File: src/rtl/protocore_pkg.sv
// ProtoCore shared definitions: opcode constants, instruction field positions
// and the control-unit state encoding.
package protocore_pkg;

    // Instruction field bit positions inside the 16-bit instruction word
    localparam int OP_MSB  = 15;
    localparam int OP_LSB  = 12;
    localparam int RD_MSB  = 11;
    localparam int RD_LSB  = 8;
    localparam int RA_MSB  = 7;
    localparam int RA_LSB  = 4;
    localparam int RB_MSB  = 3;
    localparam int RB_LSB  = 0;
    localparam int IMM_MSB = 7;
    localparam int IMM_LSB = 0;

    // Opcodes 0x0-0x7 are ALU operations; the rest are listed here
    localparam logic [3:0] OP_LDI  = 4'h8;
    localparam logic [3:0] OP_JMP  = 4'h9;
    localparam logic [3:0] OP_JZ   = 4'hA;
    localparam logic [3:0] OP_JC   = 4'hB;
    localparam logic [3:0] OP_NOP  = 4'hC;
    localparam logic [3:0] OP_HALT = 4'hF;

    typedef enum logic [2:0] {
        ST_IDLE   = 3'd0,
        ST_FETCH  = 3'd1,
        ST_DECODE = 3'd2,
        ST_EXEC   = 3'd3,
        ST_HALT   = 3'd4
    } state_t;

    // Sequential program-counter successor; wraps 8'hFF -> 8'h00
    function automatic logic [7:0] pc_next(input logic [7:0] pc);
        return pc + 8'h01;
    endfunction

endpackage

File: src/rtl/cu_decode.sv
// Combinational instruction classifier for the ProtoCore control unit.
module cu_decode
    import protocore_pkg::*;
(
    input  logic [15:0] ir,
    input  logic        flag_z,
    input  logic        flag_c,
    output logic        is_alu,
    output logic        is_ldi,
    output logic        is_branch,
    output logic        branch_taken,
    output logic        is_halt,
    output logic        is_illegal
);

    logic [3:0] op_s;

    assign op_s = ir[OP_MSB:OP_LSB];

    // Classify the opcode and resolve conditional branches against the latched flags
    always_comb begin
        is_alu       = 1'b0;
        is_ldi       = 1'b0;
        is_branch    = 1'b0;
        branch_taken = 1'b0;
        is_halt      = 1'b0;
        is_illegal   = 1'b0;
        if (op_s[3] == 1'b0) begin
            is_alu = 1'b1;
        end else begin
            case (op_s)
                OP_LDI: begin
                    is_ldi = 1'b1;
                end
                OP_JMP: begin
                    is_branch    = 1'b1;
                    branch_taken = 1'b1;
                end
                OP_JZ: begin
                    is_branch    = 1'b1;
                    branch_taken = flag_z;
                end
                OP_JC: begin
                    is_branch    = 1'b1;
                    branch_taken = flag_c;
                end
                OP_NOP: begin
                    is_branch = 1'b0;
                end
                OP_HALT: begin
                    is_halt = 1'b1;
                end
                default: begin
                    // 0xD and 0xE are unassigned
                    is_illegal = 1'b1;
                end
            endcase
        end
    end

endmodule

File: src/rtl/control_unit.sv
// ProtoCore fetch/decode/execute sequencer. Every datapath control output is
// a register so the datapath's synchronous write sees glitch-free values.
module control_unit
    import protocore_pkg::*;
#(
    parameter logic [7:0] RESET_PC = 8'h00
) (
    input  logic        clk,
    input  logic        rst_n,
    output logic        imem_req,
    output logic [7:0]  imem_addr,
    input  logic        imem_valid,
    input  logic [15:0] imem_data,
    output logic [2:0]  alu_opcode,
    output logic [3:0]  ra_addr,
    output logic [3:0]  rb_addr,
    output logic [3:0]  write_addr,
    output logic [7:0]  write_data,
    output logic        imm_sel,
    output logic        write_en,
    input  logic        alu_zero,
    input  logic        alu_carry,
    output logic [7:0]  pc,
    output logic        flag_z,
    output logic        flag_c,
    output logic        halted,
    output logic        illegal
);

    state_t      state_r;
    logic [15:0] ir_r;
    logic [7:0]  pc_r;
    logic        imem_req_r;
    logic [2:0]  alu_opcode_r;
    logic [3:0]  ra_addr_r;
    logic [3:0]  rb_addr_r;
    logic [3:0]  write_addr_r;
    logic [7:0]  write_data_r;
    logic        imm_sel_r;
    logic        write_en_r;
    logic        flag_z_r;
    logic        flag_c_r;
    logic        halted_r;
    logic        illegal_r;

    logic is_alu_s;
    logic is_ldi_s;
    logic is_branch_s;
    logic branch_taken_s;
    logic is_halt_s;
    logic is_illegal_s;

    cu_decode u_decode (
        .ir           (ir_r),
        .flag_z       (flag_z_r),
        .flag_c       (flag_c_r),
        .is_alu       (is_alu_s),
        .is_ldi       (is_ldi_s),
        .is_branch    (is_branch_s),
        .branch_taken (branch_taken_s),
        .is_halt      (is_halt_s),
        .is_illegal   (is_illegal_s)
    );

    assign imem_req   = imem_req_r;
    assign imem_addr  = pc_r;
    assign alu_opcode = alu_opcode_r;
    assign ra_addr    = ra_addr_r;
    assign rb_addr    = rb_addr_r;
    assign write_addr = write_addr_r;
    assign write_data = write_data_r;
    assign imm_sel    = imm_sel_r;
    assign write_en   = write_en_r;
    assign pc         = pc_r;
    assign flag_z     = flag_z_r;
    assign flag_c     = flag_c_r;
    assign halted     = halted_r;
    assign illegal    = illegal_r;

    // Sequencer FSM: owns state, ir, pc, flags and every registered control output
    always_ff @(posedge clk or negedge rst_n) begin
        if (!rst_n) begin
            state_r      <= ST_IDLE;
            ir_r         <= 16'h0000;
            pc_r         <= RESET_PC;
            imem_req_r   <= 1'b0;
            alu_opcode_r <= 3'd0;
            ra_addr_r    <= 4'd0;
            rb_addr_r    <= 4'd0;
            write_addr_r <= 4'd0;
            write_data_r <= 8'h00;
            imm_sel_r    <= 1'b0;
            write_en_r   <= 1'b0;
            flag_z_r     <= 1'b0;
            flag_c_r     <= 1'b0;
            halted_r     <= 1'b0;
            illegal_r    <= 1'b0;
        end else begin
            // The write strobe is a single-cycle pulse raised only on entry to EXEC
            write_en_r <= 1'b0;
            case (state_r)
                ST_IDLE: begin
                    state_r    <= ST_FETCH;
                    imem_req_r <= 1'b1;
                end
                ST_FETCH: begin
                    if (imem_valid) begin
                        // Fields are loaded from the incoming word so they are
                        // already stable throughout DECODE and EXEC
                        ir_r         <= imem_data;
                        alu_opcode_r <= imem_data[OP_LSB+2:OP_LSB];
                        ra_addr_r    <= imem_data[RA_MSB:RA_LSB];
                        rb_addr_r    <= imem_data[RB_MSB:RB_LSB];
                        write_addr_r <= imem_data[RD_MSB:RD_LSB];
                        write_data_r <= imem_data[IMM_MSB:IMM_LSB];
                        imm_sel_r    <= (imem_data[OP_MSB:OP_LSB] == OP_LDI);
                        imem_req_r   <= 1'b0;
                        state_r      <= ST_DECODE;
                    end else begin
                        imem_req_r <= 1'b1;
                    end
                end
                ST_DECODE: begin
                    write_en_r <= is_alu_s | is_ldi_s;
                    state_r    <= ST_EXEC;
                end
                ST_EXEC: begin
                    if (is_alu_s) begin
                        flag_z_r <= alu_zero;
                        flag_c_r <= alu_carry;
                    end else begin
                        flag_z_r <= flag_z_r;
                        flag_c_r <= flag_c_r;
                    end
                    if (is_halt_s | is_illegal_s) begin
                        // pc stays at the stopping instruction's address
                        halted_r  <= 1'b1;
                        illegal_r <= illegal_r | is_illegal_s;
                        state_r   <= ST_HALT;
                    end else begin
                        if (is_branch_s && branch_taken_s) begin
                            pc_r <= ir_r[IMM_MSB:IMM_LSB];
                        end else begin
                            pc_r <= pc_next(pc_r);
                        end
                        imem_req_r <= 1'b1;
                        state_r    <= ST_FETCH;
                    end
                end
                ST_HALT: begin
                    imem_req_r <= 1'b0;
                    halted_r   <= 1'b1;
                end
                default: begin
                    imem_req_r <= 1'b0;
                    state_r    <= ST_IDLE;
                end
            endcase
        end
    end

endmodule
File: config.mk
export PLATFORM = sky130hd
export DESIGN_NAME = control_unit
export DESIGN_NICKNAME = d
export VERILOG_FILES = /design/src/rtl/protocore_pkg.sv /design/src/rtl/cu_decode.sv /design/src/rtl/control_unit.sv
export SDC_FILE = /design/constraint.sdc
export NUM_CORES = 1
export LEC_CHECK = 0
export ABC_AREA = 1
export CORE_MARGIN = 5
export CORE_UTILIZATION = 30
export DETAILED_ROUTE_END_ITERATION = 6
export SYNTH_ARGS = -nofsm -noshare
export SYNTH_HDL_FRONTEND = slang
export SYNTH_HIERARCHICAL = 1
export SYNTH_SLANG_ARGS = --single-unit
export TNS_END_PERCENT = 100
File: constraint.sdc
create_clock -name clk -period 1.8 [get_ports clk]
set_input_delay 0.18 -clock clk [delete_from_list [all_inputs] [get_ports clk]]
set_output_delay 0.18 -clock clk [all_outputs]
set_load 0.005 [all_outputs]
==> impl_results.md, run 1 <==
* Outcome: finished clean
* Synth cell types at 28
* Max Fclk at 637 MHz
* Max-cap violations at 0
* Tot Pwr at approximately 4 mW
* Gpl congestion at 0.826
* Crit Reg-Reg Endpoint: imem_addr[6]$_DFFE_PN0P_
* Initial antenna violation count at 0
* Met1 wire length at about 1800 µm
* Core region area at around 6300 µm²
* DIE WIDTH at 90.0 µm
* Worst min-delay path class: in2async
* Top cells by area, synth: dfrtp_1, nand2_1, buf_4, inv_1, o21ai_0
* Max VDD drop at 0.614 mV
* Syn_area_per_cell at ~7.7 µm²
* Hold_ws at 366 ps
* Tmin final at around 1600 ps
* First-pass DRT Iterations at 4
* Sequential fraction of the synthesis area at between 40% and 50%
* Die area at ~8100 µm²
* Die height at between 80 and 90 µm
* Final Non-Filler Cells at 370
* Cells after Synth at 250
* Delay-heaviest family, CP: simple AND/OR/NAND/NOR gates
* Area Growth Syn to Fin at 32.7%
* Buf/Inv on CP at 2
* Setup TNS at 0 ps
* DRC viols at 0
* Sink Count at 34
* Worst-path clk slew at roughly 70 ps
* GRT Overall Usage at between 10% and 20%
* Syn_nets at 272
* Worst Setup End Kind: register
* Most frequent CP cell: nand2_1
* RR Startpoint: ir_r[13]$_DFFE_PN0P_
* Post-DP HPWL at approximately 3400 µm
* Layout cells sized above 1 at approximately a tenth
* Skew-Pair Late Insertion Delay at between 200 and 300 ps
* Critical Path RT at a little under 2000 ps
* H-tree depth at 2
* Storage cell area at ~850 µm²
* Worst reg2reg path depth at 10
* Met3 Wirelength at ~370 µm
* Antenna Cells at 0
* WS Path Type: reg2reg
* # fillers at between 600 and 700
* Clk buf depth at 2
* Post-CTS Setup Inserts at 0
* Tightest Pin Transition at ~440 ps
* Via density at 4.30
* Routed length per instance at 11.5 µm
* Post-synth top area cell: dfrtp_1
* Leakage at 1.24 nW
* Cts bufs inserted at 5
* Hold Vio Cnt, Final at 0
* Area of the multi-input gates at about 680 µm²
* Slew margin rel. at between 70% and 80%
* Slowest cell delay on critical path at approximately 430 ps
* Post-Syn Area at ~1900 µm²
* Max Used Layer: met4
* Post-Place Cells at between 300 and 400
* Final WL at 4260 µm
* Final worst path period share at between 80% and 90%
* CTS tree: done
* Vias in the first global route at 1614
* Vias at about 1600
* Worst Path Arrival at around 1800 ps
* Clock root buffer: clkbuf_8
* Worst reg2reg setup slack at ~230 ps
* Metal2 WL at 2010 µm
* Port Buffers at 66
* ANT nets after route at 0
* First-pass GRT wire length at about 7600 µm
* Detailed Route Iter0 Violations at 51
* GRT overflow at 0
* Pins Over Slew Limit at 0
* Yosys top cell area share at 44.4%
* Initial Util at a little under a third
* RSZ-0062 raised after global routing: false
* CP cell instances: inv_1 -> nand2_2 -> nand2_2 -> a21oi_2 -> nand2_1 -> or2_2 -> nand2_1 -> nand2_1 -> nand2_1 -> inv_1
* # IOs at 67
* # nets final at around 320
* CP Max Fanout at 10
* Syn. warnings at 6
* CP startpoint kind: register
* Skew final at about 3.7 ps
* Post-synthesis register bit count at 34
* Largest net degree at the start of global routing at 19
* Worst path slowest cell: dfrtp_1
* Num rows at 29
* Setup-failing EPs final at 0
* Power per cell area at 1560 nW/µm²
-- state kept, by name (all words and copies together) (netlist names) --
name	count
state_r	3
imm_sel	1
ir_r	16
halted	1
imem_addr	8
write_en	1
imem_req	1
illegal	1
flag_z	1
flag_c	1
-- power breakdown --
part	switching (mW)	internal [mW]	total [mW]
Clock	0.257	0.295	0.552
Combinational	0.858	1.13	1.99
Sequential	0.343	1.10	1.44
-- worst max-delay path by stage --
stage / from / to / depth (start not counted)
2_1_floorplan: ir_r[13]$_DFFE_PN0P_ / imem_addr[3]$_DFFE_PN0P_ / 9
3_3_place_gp: ir_r[14]$_DFFE_PN0P_ / imem_addr[6]$_DFFE_PN0P_ / 9
3_5_place_dp: ir_r[13]$_DFFE_PN0P_ / imem_addr[6]$_DFFE_PN0P_ / 12
4_1_cts: ir_r[13]$_DFFE_PN0P_ / imem_addr[6]$_DFFE_PN0P_ / 12
5_1_grt: ir_r[15]$_DFFE_PN0P_ / imem_addr[6]$_DFFE_PN0P_ / 10
6_report: ir_r[13]$_DFFE_PN0P_ / imem_addr[6]$_DFFE_PN0P_ / 10
-- logic make-up after synthesis --
family | Yosys count | synth area share, %
AOI/OAI and AO/OA | 26 | 7.50
adders and majority gates | 1 | 0.652
buffers and inverters | 67 | 20.7
DFF | 34 | 44.4
and+or+nand+nor | 122 | 26.8
-- cell type report --
cell class	instances	area share, %
flip-flops and latches	34	33.4
repair buffers	73	28.4
multi-input cells	149	26.5
inverters	31	4.57
well taps	77	3.79
clock buffers	6	3.24
-- cells in the mapped netlist, drive strengths merged --
| master | number |
|---|---|
| o21ai | 18 |
| nand2 | 88 |
| a31oi | 1 |
| o21a | 2 |
| or2 | 2 |
| a21o | 1 |
| clkbuf | 1 |
| clkinv | 1 |
| a21oi | 3 |
| nor2 | 21 |
| nor3 | 1 |
| nand3 | 10 |
| inv | 30 |
| buf | 35 |
| dfrtp | 34 |
| ha | 1 |
| o22ai | 1 |
-- routing by layer --
metal / global-route usage, % / vias to the layer above
met5: 0 / -
met1: 13.4 / 715
li1: - / 819
met3: 4.84 / 4
met4: 2.98 / 0
met2: 18.4 / 53
-- stage by stage --
step           util (%)  area, µm²  worst slack, ps
2_1_floorplan         -       1920              368
3_3_place_gp       39.0       2450              245
3_5_place_dp       39.0       2450              220
4_1_cts            40.5       2540              195
5_1_grt            40.5       2540             19.2
6_report           40.5       2540              231
-- worst register-to-register path, delay by kind of cell (launching register included) --
| family | cells | cell delay, ps |
|---|---|---|
| DFF | 1 | 430 |
| and+or+nand+nor | 7 | 830 |
| AOI/OAI and AO/OA | 1 | 90 |
| buffers and inverters | 2 | 110 |
-- what timing repair did --
| item | in CTS | in global routing |
|---|---|---|
| hold endpoints to repair | 17 | 0 |
| hold buffers | 1 | 0 |
| setup endpoints to repair | 0 | 1 |
| gates resized for setup | 0 | 1 |
-- layout by cell type (no fill, tap or decap), drive strengths merged --
master	n
nand2	88
a21oi	3
o21a	2
dfrtp	34
clkbuf	6
o21ai	18
clkinv	1
clkdlybuf4s50	65
nor3	1
buf	7
inv	30
ha	1
a31oi	1
or2	2
nand3	10
o22ai	1
nor2	21
a21o	1
dlygate4sd3	1
Power figures use the tool's default switching activity.
==> run 2: changes to the inputs <==
--- a/config.mk
+++ b/config.mk
@@ -9,6 +9,7 @@
 export CORE_MARGIN = 5
 export CORE_UTILIZATION = 30
 export DETAILED_ROUTE_END_ITERATION = 6
+export RECOVER_POWER = 50
 export SYNTH_ARGS = -nofsm -noshare
 export SYNTH_HDL_FRONTEND = slang
 export SYNTH_HIERARCHICAL = 1
==> run 2 against run 1 <==
Effect of this change:
- critical path type unchanged
- die area is the same
- clock-buffer cell count unchanged
- utilization down 0.18 points
- global-route usage unchanged
- critical endpoint unchanged
- worst hold slack improved by 66 ps
==> impl_results.md, run 2 (same netlist as run 1, synthesis figures left out) <==
* Max Fclk at 625 MHz (-2.0%)
* Reg with most FFs: ir_r
* Initial antenna violation count at 0 (unchanged)
* CTS tree: done
* Clk buf depth at 2 (unchanged)
* Hold Vio Cnt, Final at 0 (unchanged)
* Commonest non-fill, non-tap cell in the layout: nand2_1
* RSZ-0062 raised after global routing: false
* Worst Path Arrival at 1780 ps (+30 ps)
* Skew-Pair Late Insertion Delay at 280 ps (about the same)
* Critical Path RT at 1980 ps (about the same)
* Delay-heaviest family, CP: simple AND/OR/NAND/NOR gates
* H-tree depth at 2 (unchanged)
* Area of the multi-input gates at 666 µm² (-1.5%)
* Vias at 1594 (+0.19%)
* Slew margin rel. at 30.1% (-41 points)
* First-pass DRT Iterations at 4 (unchanged)
* Setup-failing EPs final at 0 (unchanged)
* Worst reg2reg path depth at 10 (unchanged)
* Antenna Cells at 0 (unchanged)
* Max reg flops at 16 (unchanged)
* ANT nets after route at 0 (unchanged)
* Max VDD drop at 0.613 mV (-0.14%)
* Power per cell area at 1540 nW/µm² (-1.7%)
* GRT overflow at 0 (unchanged)
* Outcome: finished clean
* Worst min-delay path class: in2reg
* Vias in the first global route at 1614 (unchanged)
* Clock root buffer: clkbuf_8
* Via density at 4.31 (+0.19%)
* DRC viols at 0 (unchanged)
* Most frequent CP cell: nand2_1
* Largest net degree at the start of global routing at 19 (unchanged)
* # fillers at 660 (+0.15%)
* Layout cells sized above 1 at 8.87% (-1.7 points)
* Slowest cell delay on critical path at 430 ps (about the same)
* Cts bufs inserted at 5 (unchanged)
* Gpl congestion at 0.826 (unchanged)
* WP depth at 10 (unchanged)
* Post-Place Cells at 363 (unchanged)
* Routed length per instance at 11.5 µm (about the same)
* Num rows at 29 (unchanged)
* Skew final at 3.80 ps (+0.129 ps)
* Final worst path period share at 88.9% (+1.8 points)
* Leakage at 1.26 nW (+1.4%)
* Die area at 8090 µm² (unchanged)
* # nets final at 316 (unchanged)
* Die height at 90.0 µm (unchanged)
* Worst path slowest cell: dfrtp_1
* # IOs at 67 (unchanged)
* Buf/Inv on CP at 2 (unchanged)
* Hold depth at 3
* Worst Setup End Kind: register
* Port Buffers at 66 (unchanged)
* CP startpoint kind: register
* CP Max Fanout at 10 (unchanged)
* Hold_ws at 432 ps (+65.8 ps)
* Worst-path clk slew at 60 ps (about the same)
* First-pass GRT wire length at 7600 µm (unchanged)
* Setup TNS at 0 ps (unchanged)
* Area Growth Syn to Fin at 32.1%
* Initial Util at 30.6% (unchanged)
* Commonest cells after routing, fill and taps aside: nand2_1, clkdlybuf4s50_1, dfrtp_1
* Final WL at 4260 µm (about the same)
* Core region area at 6280 µm² (unchanged)
* CP cell instances: inv_1 -> nand2_1 -> nand2_2 -> a21oi_2 -> nand2_1 -> or2_2 -> nand2_1 -> nand2_1 -> nand2_1 -> inv_1
* Tightest Pin Transition at 1050 ps (+610 ps)
* Final Non-Filler Cells at 370 (unchanged)
* Pins Over Slew Limit at 0 (unchanged)
* DIE WIDTH at 90.0 µm (unchanged)
* GRT Overall Usage at 11.2% (unchanged)
* Post-DP HPWL at 3390 µm (unchanged)
* Detailed Route Iter0 Violations at 53 (+3.9%)
* Storage cell area at 851 µm² (unchanged)
* Sink Count at 34 (unchanged)
* Tmin final at 1600 ps (+32.0 ps)
* WS Path Type: reg2reg
* Max-cap violations at 0 (unchanged)
-- run 2: changes by cell type in the layout (fill, tap and decap cells not counted), moves of 2 or more --
| cell | previous run | this run |
|---|---|---|
| nand2_2 | 5 | 3 |
| clkdlybuf4s50_1 | 65 | 48 |
| dlygate4sd3_1 | 1 | 18 |
| nand2_1 | 83 | 85 |
-- run 2: what timing repair did --
action,4_1_cts,5_1_grt
setup endpoints to repair,0,1
gates resized for setup,0,1
setup buffers,0,0
hold buffers,1,0
hold endpoints to repair,17,0
-- run 2: final cells by class --
type,instances,area share (%)
multi-input combinational,149,26.3
timing repair buffer,73,28.5
inverter,31,4.59
tap,77,3.80
clock buffer,6,3.26
sequential,34,33.6
-- run 2: report_power, final --
group	total [mW]	switching [mW]	internal (mW)	leakage, nW
clock network	0.552	0.258	0.295	0.0431
logic	1.91	0.852	1.06	0.793
registers	1.43	0.333	1.10	0.425
-- run 2: final timing paths --
| path | startpoint | to | slack, ps |
|---|---|---|---|
| min reg2reg | ir_r[11]$_DFFE_PN0P_ | ir_r[11]$_DFFE_PN0P_ | 470 |
| max | ir_r[13]$_DFFE_PN0P_ | imem_addr[6]$_DFFE_PN0P_ | 200 |
| min in group asynchronous | rst_n | state_r[1]$_DFFE_PN0P_ | 600 |
| max in group asynchronous | rst_n | ir_r[5]$_DFFE_PN0P_ | 570 |
| max reg2reg | ir_r[13]$_DFFE_PN0P_ | imem_addr[6]$_DFFE_PN0P_ | 200 |
| min | imem_data[10] | ir_r[10]$_DFFE_PN0P_ | 430 |
-- run 2: per-stage QoR --
stage / area, µm² / setup slack [ps] / total power, mW / utilization [%]
floorplan: 1920 / 368 / 2.72 / -
global placement: 2450 / 245 / 3.45 / 39.0
detailed placement: 2450 / 220 / 3.48 / 39.0
CTS: 2540 / 195 / 4.06 / 40.5
global route: 2530 / 10.4 / 4.27 / 40.4
finish: 2530 / 199 / 3.89 / 40.4
-- run 2: layer usage --
layer,share of wire (%),up-vias,GRT usage [%]
met1,43,717,13.4
met5,0,-,0
li1,-,818,-
met4,0.80,0,2.98
met2,47,55,18.4
met3,8.7,4,4.84
-- run 2: worst reg2reg max path, delay by kind of cell, from the launching register on --
family | cells | cell delay, ps
flip-flops | 1 | 430
AND/OR/NAND/NOR | 7 | 880
buffers and inverters | 2 | 100
AO/OA/AOI/OAI | 1 | 90
==> run 3: changes to the inputs <==
--- a/config.mk
+++ b/config.mk
@@ -6,9 +6,12 @@
 export NUM_CORES = 1
 export LEC_CHECK = 0
 export ABC_AREA = 1
+export CELL_PAD_IN_SITES_DETAIL_PLACEMENT = 0
+export CELL_PAD_IN_SITES_GLOBAL_PLACEMENT = 1
 export CORE_MARGIN = 5
 export CORE_UTILIZATION = 30
 export DETAILED_ROUTE_END_ITERATION = 6
+export PLACE_DENSITY_LB_ADDON = 0.1
 export RECOVER_POWER = 50
 export SYNTH_ARGS = -nofsm -noshare
 export SYNTH_HDL_FRONTEND = slang
==> run 3 against run 2 <==
Effect of this change:
- flip-flop and latch count stayed put
- global-route usage is 0.72 points higher
- cell count is 0.54% higher
- setup slack better by 47 ps
==> impl_results.md, run 3 (same netlist as run 1, synthesis figures left out) <==
* RR Startpoint: ir_r[13]$_DFFE_PN0P_
* GRT Overall Usage at 11.9% (+0.72 points)
* Port Buffers at 66 (unchanged)
* WS Path Type: reg2reg
* Vias at 1558 (-2.3%)
* Hold Vio Cnt, Final at 0 (unchanged)
* Clk buf depth at 2 (unchanged)
* Initial antenna violation count at 0 (unchanged)
* Tmin final at 1550 ps (-47.2 ps)
* Area Growth Syn to Fin at 32.4%
* Reg with most FFs: ir_r
* Tot Pwr at 3.93 mW (+1.1%)
* Worst reg2reg path depth at 12 (+2)
* Sink Count at 34 (unchanged)
* WP depth at 12 (+2)
* Max-cap violations at 0 (unchanged)
* Layout cells sized above 1 at 9.15% (+0.28 points)
* Worst path slowest cell: dfrtp_1
* GRT overflow at 0 (unchanged)
* Most frequent CP cell: nand2_1
* # nets final at 316 (unchanged)
* Post-CTS Setup Inserts at 0 (unchanged)
* Pins Over Slew Limit at 0 (unchanged)
* Buf/Inv on CP at 4 (+2)
* Critical Path Sink: imem_addr[4]$_DFFE_PN0P_
* Final WL at 4360 µm (+2.3%)
* Cts bufs inserted at 5 (unchanged)
* Die area at 8090 µm² (unchanged)
* Power per cell area at 1550 nW/µm² (+0.92%)
* ANT nets after route at 0 (unchanged)
* Antenna Cells at 0 (unchanged)
* Commonest non-fill, non-tap cell in the layout: nand2_1
* # IOs at 67 (unchanged)
* H-tree depth at 2 (unchanged)
* Via density at 4.19 (-2.8%)
* Core region area at 6280 µm² (unchanged)
* Final WS setup at 246 ps (+47.2 ps)
* Slew margin rel. at 28.7% (-1.4 points)
* Detailed Route Iter0 Violations at 34 (-36%)
* CP startpoint kind: register
* Worst-path clk slew at 70 ps (about the same)
* Leakage at 1.26 nW (about the same)
* DRC viols at 0 (unchanged)
* CP Max Fanout at 6 (-4)
* Gpl congestion at 0.796 (-3.5%)
* DIE WIDTH at 90.0 µm (unchanged)
* Routed length per instance at 11.7 µm (+1.7%)
* Setup-failing EPs final at 0 (unchanged)
* Commonest cells after routing, fill and taps aside: nand2_1, clkdlybuf4s50_1, dfrtp_1
* Crit Reg-Reg Endpoint: imem_addr[4]$_DFFE_PN0P_
* First-pass DRT Iterations at 4 (unchanged)
* CP cell instances: inv_1 -> nand2_2 -> nand2_1 -> nor2_1 -> nor2_1 -> inv_1 -> nor2_2 -> buf_4 -> nand2_1 -> nand2_1 -> nand2_1 -> inv_1
* Skew-Pair Late Insertion Delay at 280 ps (about the same)
* Max VDD drop at 0.528 mV (-14%)
* Post-DP HPWL at 3440 µm (+1.5%)
* Die height at 90.0 µm (unchanged)
* Worst Setup End Kind: register
* Tightest Pin Transition at 1070 ps (+21.1 ps)
* Initial Util at 30.6% (unchanged)
* Outcome: finished clean
* First-pass GRT wire length at 7940 µm (+4.5%)
* Worst min-delay path class: in2reg
* RSZ-0062 raised after global routing: false
* Place WS at 186 ps (-34.3 ps)
* Critical Path RT at 2030 ps (+50 ps)
* Max reg flops at 16 (unchanged)
* Clock root buffer: clkbuf_8
* Worst reg2reg setup slack at 250 ps (+50 ps)
* Max Fclk at 644 MHz (+3.0%)
* Final worst path period share at 86.3% (-2.6 points)
* Slowest cell delay on critical path at 430 ps (about the same)
* Final Core Density at 40.4% (+0.080 points)
* Largest net degree at the start of global routing at 19 (unchanged)
* Vias in the first global route at 1630 (+0.99%)
* Skew final at 4.82 ps (+1.02 ps)
* Worst Path Arrival at 1780 ps (about the same)
* Num rows at 29 (unchanged)
* Setup TNS at 0 ps (unchanged)
* CTS tree: done
* Crit path from: ir_r[13]$_DFFE_PN0P_
* Delay-heaviest family, CP: simple AND/OR/NAND/NOR gates
[run 3: worst min path at each step]
stage / end / cells past startpoint / start
3_5_place_dp: ir_r[0]$_DFFE_PN0P_ / 1 / rst_n
3_3_place_gp: ir_r[0]$_DFFE_PN0P_ / 1 / rst_n
5_1_grt: ir_r[9]$_DFFE_PN0P_ / 3 / imem_data[9]
2_1_floorplan: flag_c$_DFFE_PN0P_ / 0 / rst_n
6_report: ir_r[8]$_DFFE_PN0P_ / 3 / imem_data[8]
4_1_cts: ir_r[0]$_DFFE_PN0P_ / 2 / rst_n
[run 3: area by class of cell]
cell class	instances	area [µm²]
fill	641	3740
sequential	34	851
timing repair buffer	73	718
multi-input combinational	149	666
inverter	31	116
tap	77	96.3
clock buffer	7	86.3
clock inverter	1	5.00
[run 3: worst reg2reg max path: stages (launching register included)]
cell and delay (ps):
dfrtp_1 430, inv_1 90, nand2_2 60, nand2_1 60, nor2_1 50, nor2_1 130, inv_1 60, nor2_2 210
buf_4 190, nand2_1 50, nand2_1 60, nand2_1 50, inv_1 40
[run 3: where the power goes]
group,switching (mW),internal (mW),leakage [nW]
Clock,0.276,0.309,0.0482
Sequential,0.318,1.10,0.425
Combinational,0.861,1.08,0.787
[run 3: what timing repair did]
item | 4_1_cts | 5_1_grt
gates resized for setup | 0 | 1
hold endpoints to repair | 17 | 0
hold buffers | 1 | 0
setup endpoints to repair | 0 | 2
[run 3: layer usage]
layer	global-route usage [%]	part of all wire, %	vias to the layer above
li1	-	-	816
met1	14.9	46	690
met2	19.3	45	46
met3	4.17	7.1	6
met4	3.72	1.6	0
met5	0	0	-
[run 3: metrics by stage]
step | cells | hold slack [ps] | instance area, µm²
2_1_floorplan | 250 | -116 | 1920
3_3_place_gp | 363 | 161 | 2450
3_5_place_dp | 363 | 159 | 2450
4_1_cts | 372 | 389 | 2550
5_1_grt | 372 | 434 | 2540
6_report | 372 | 428 | 2540
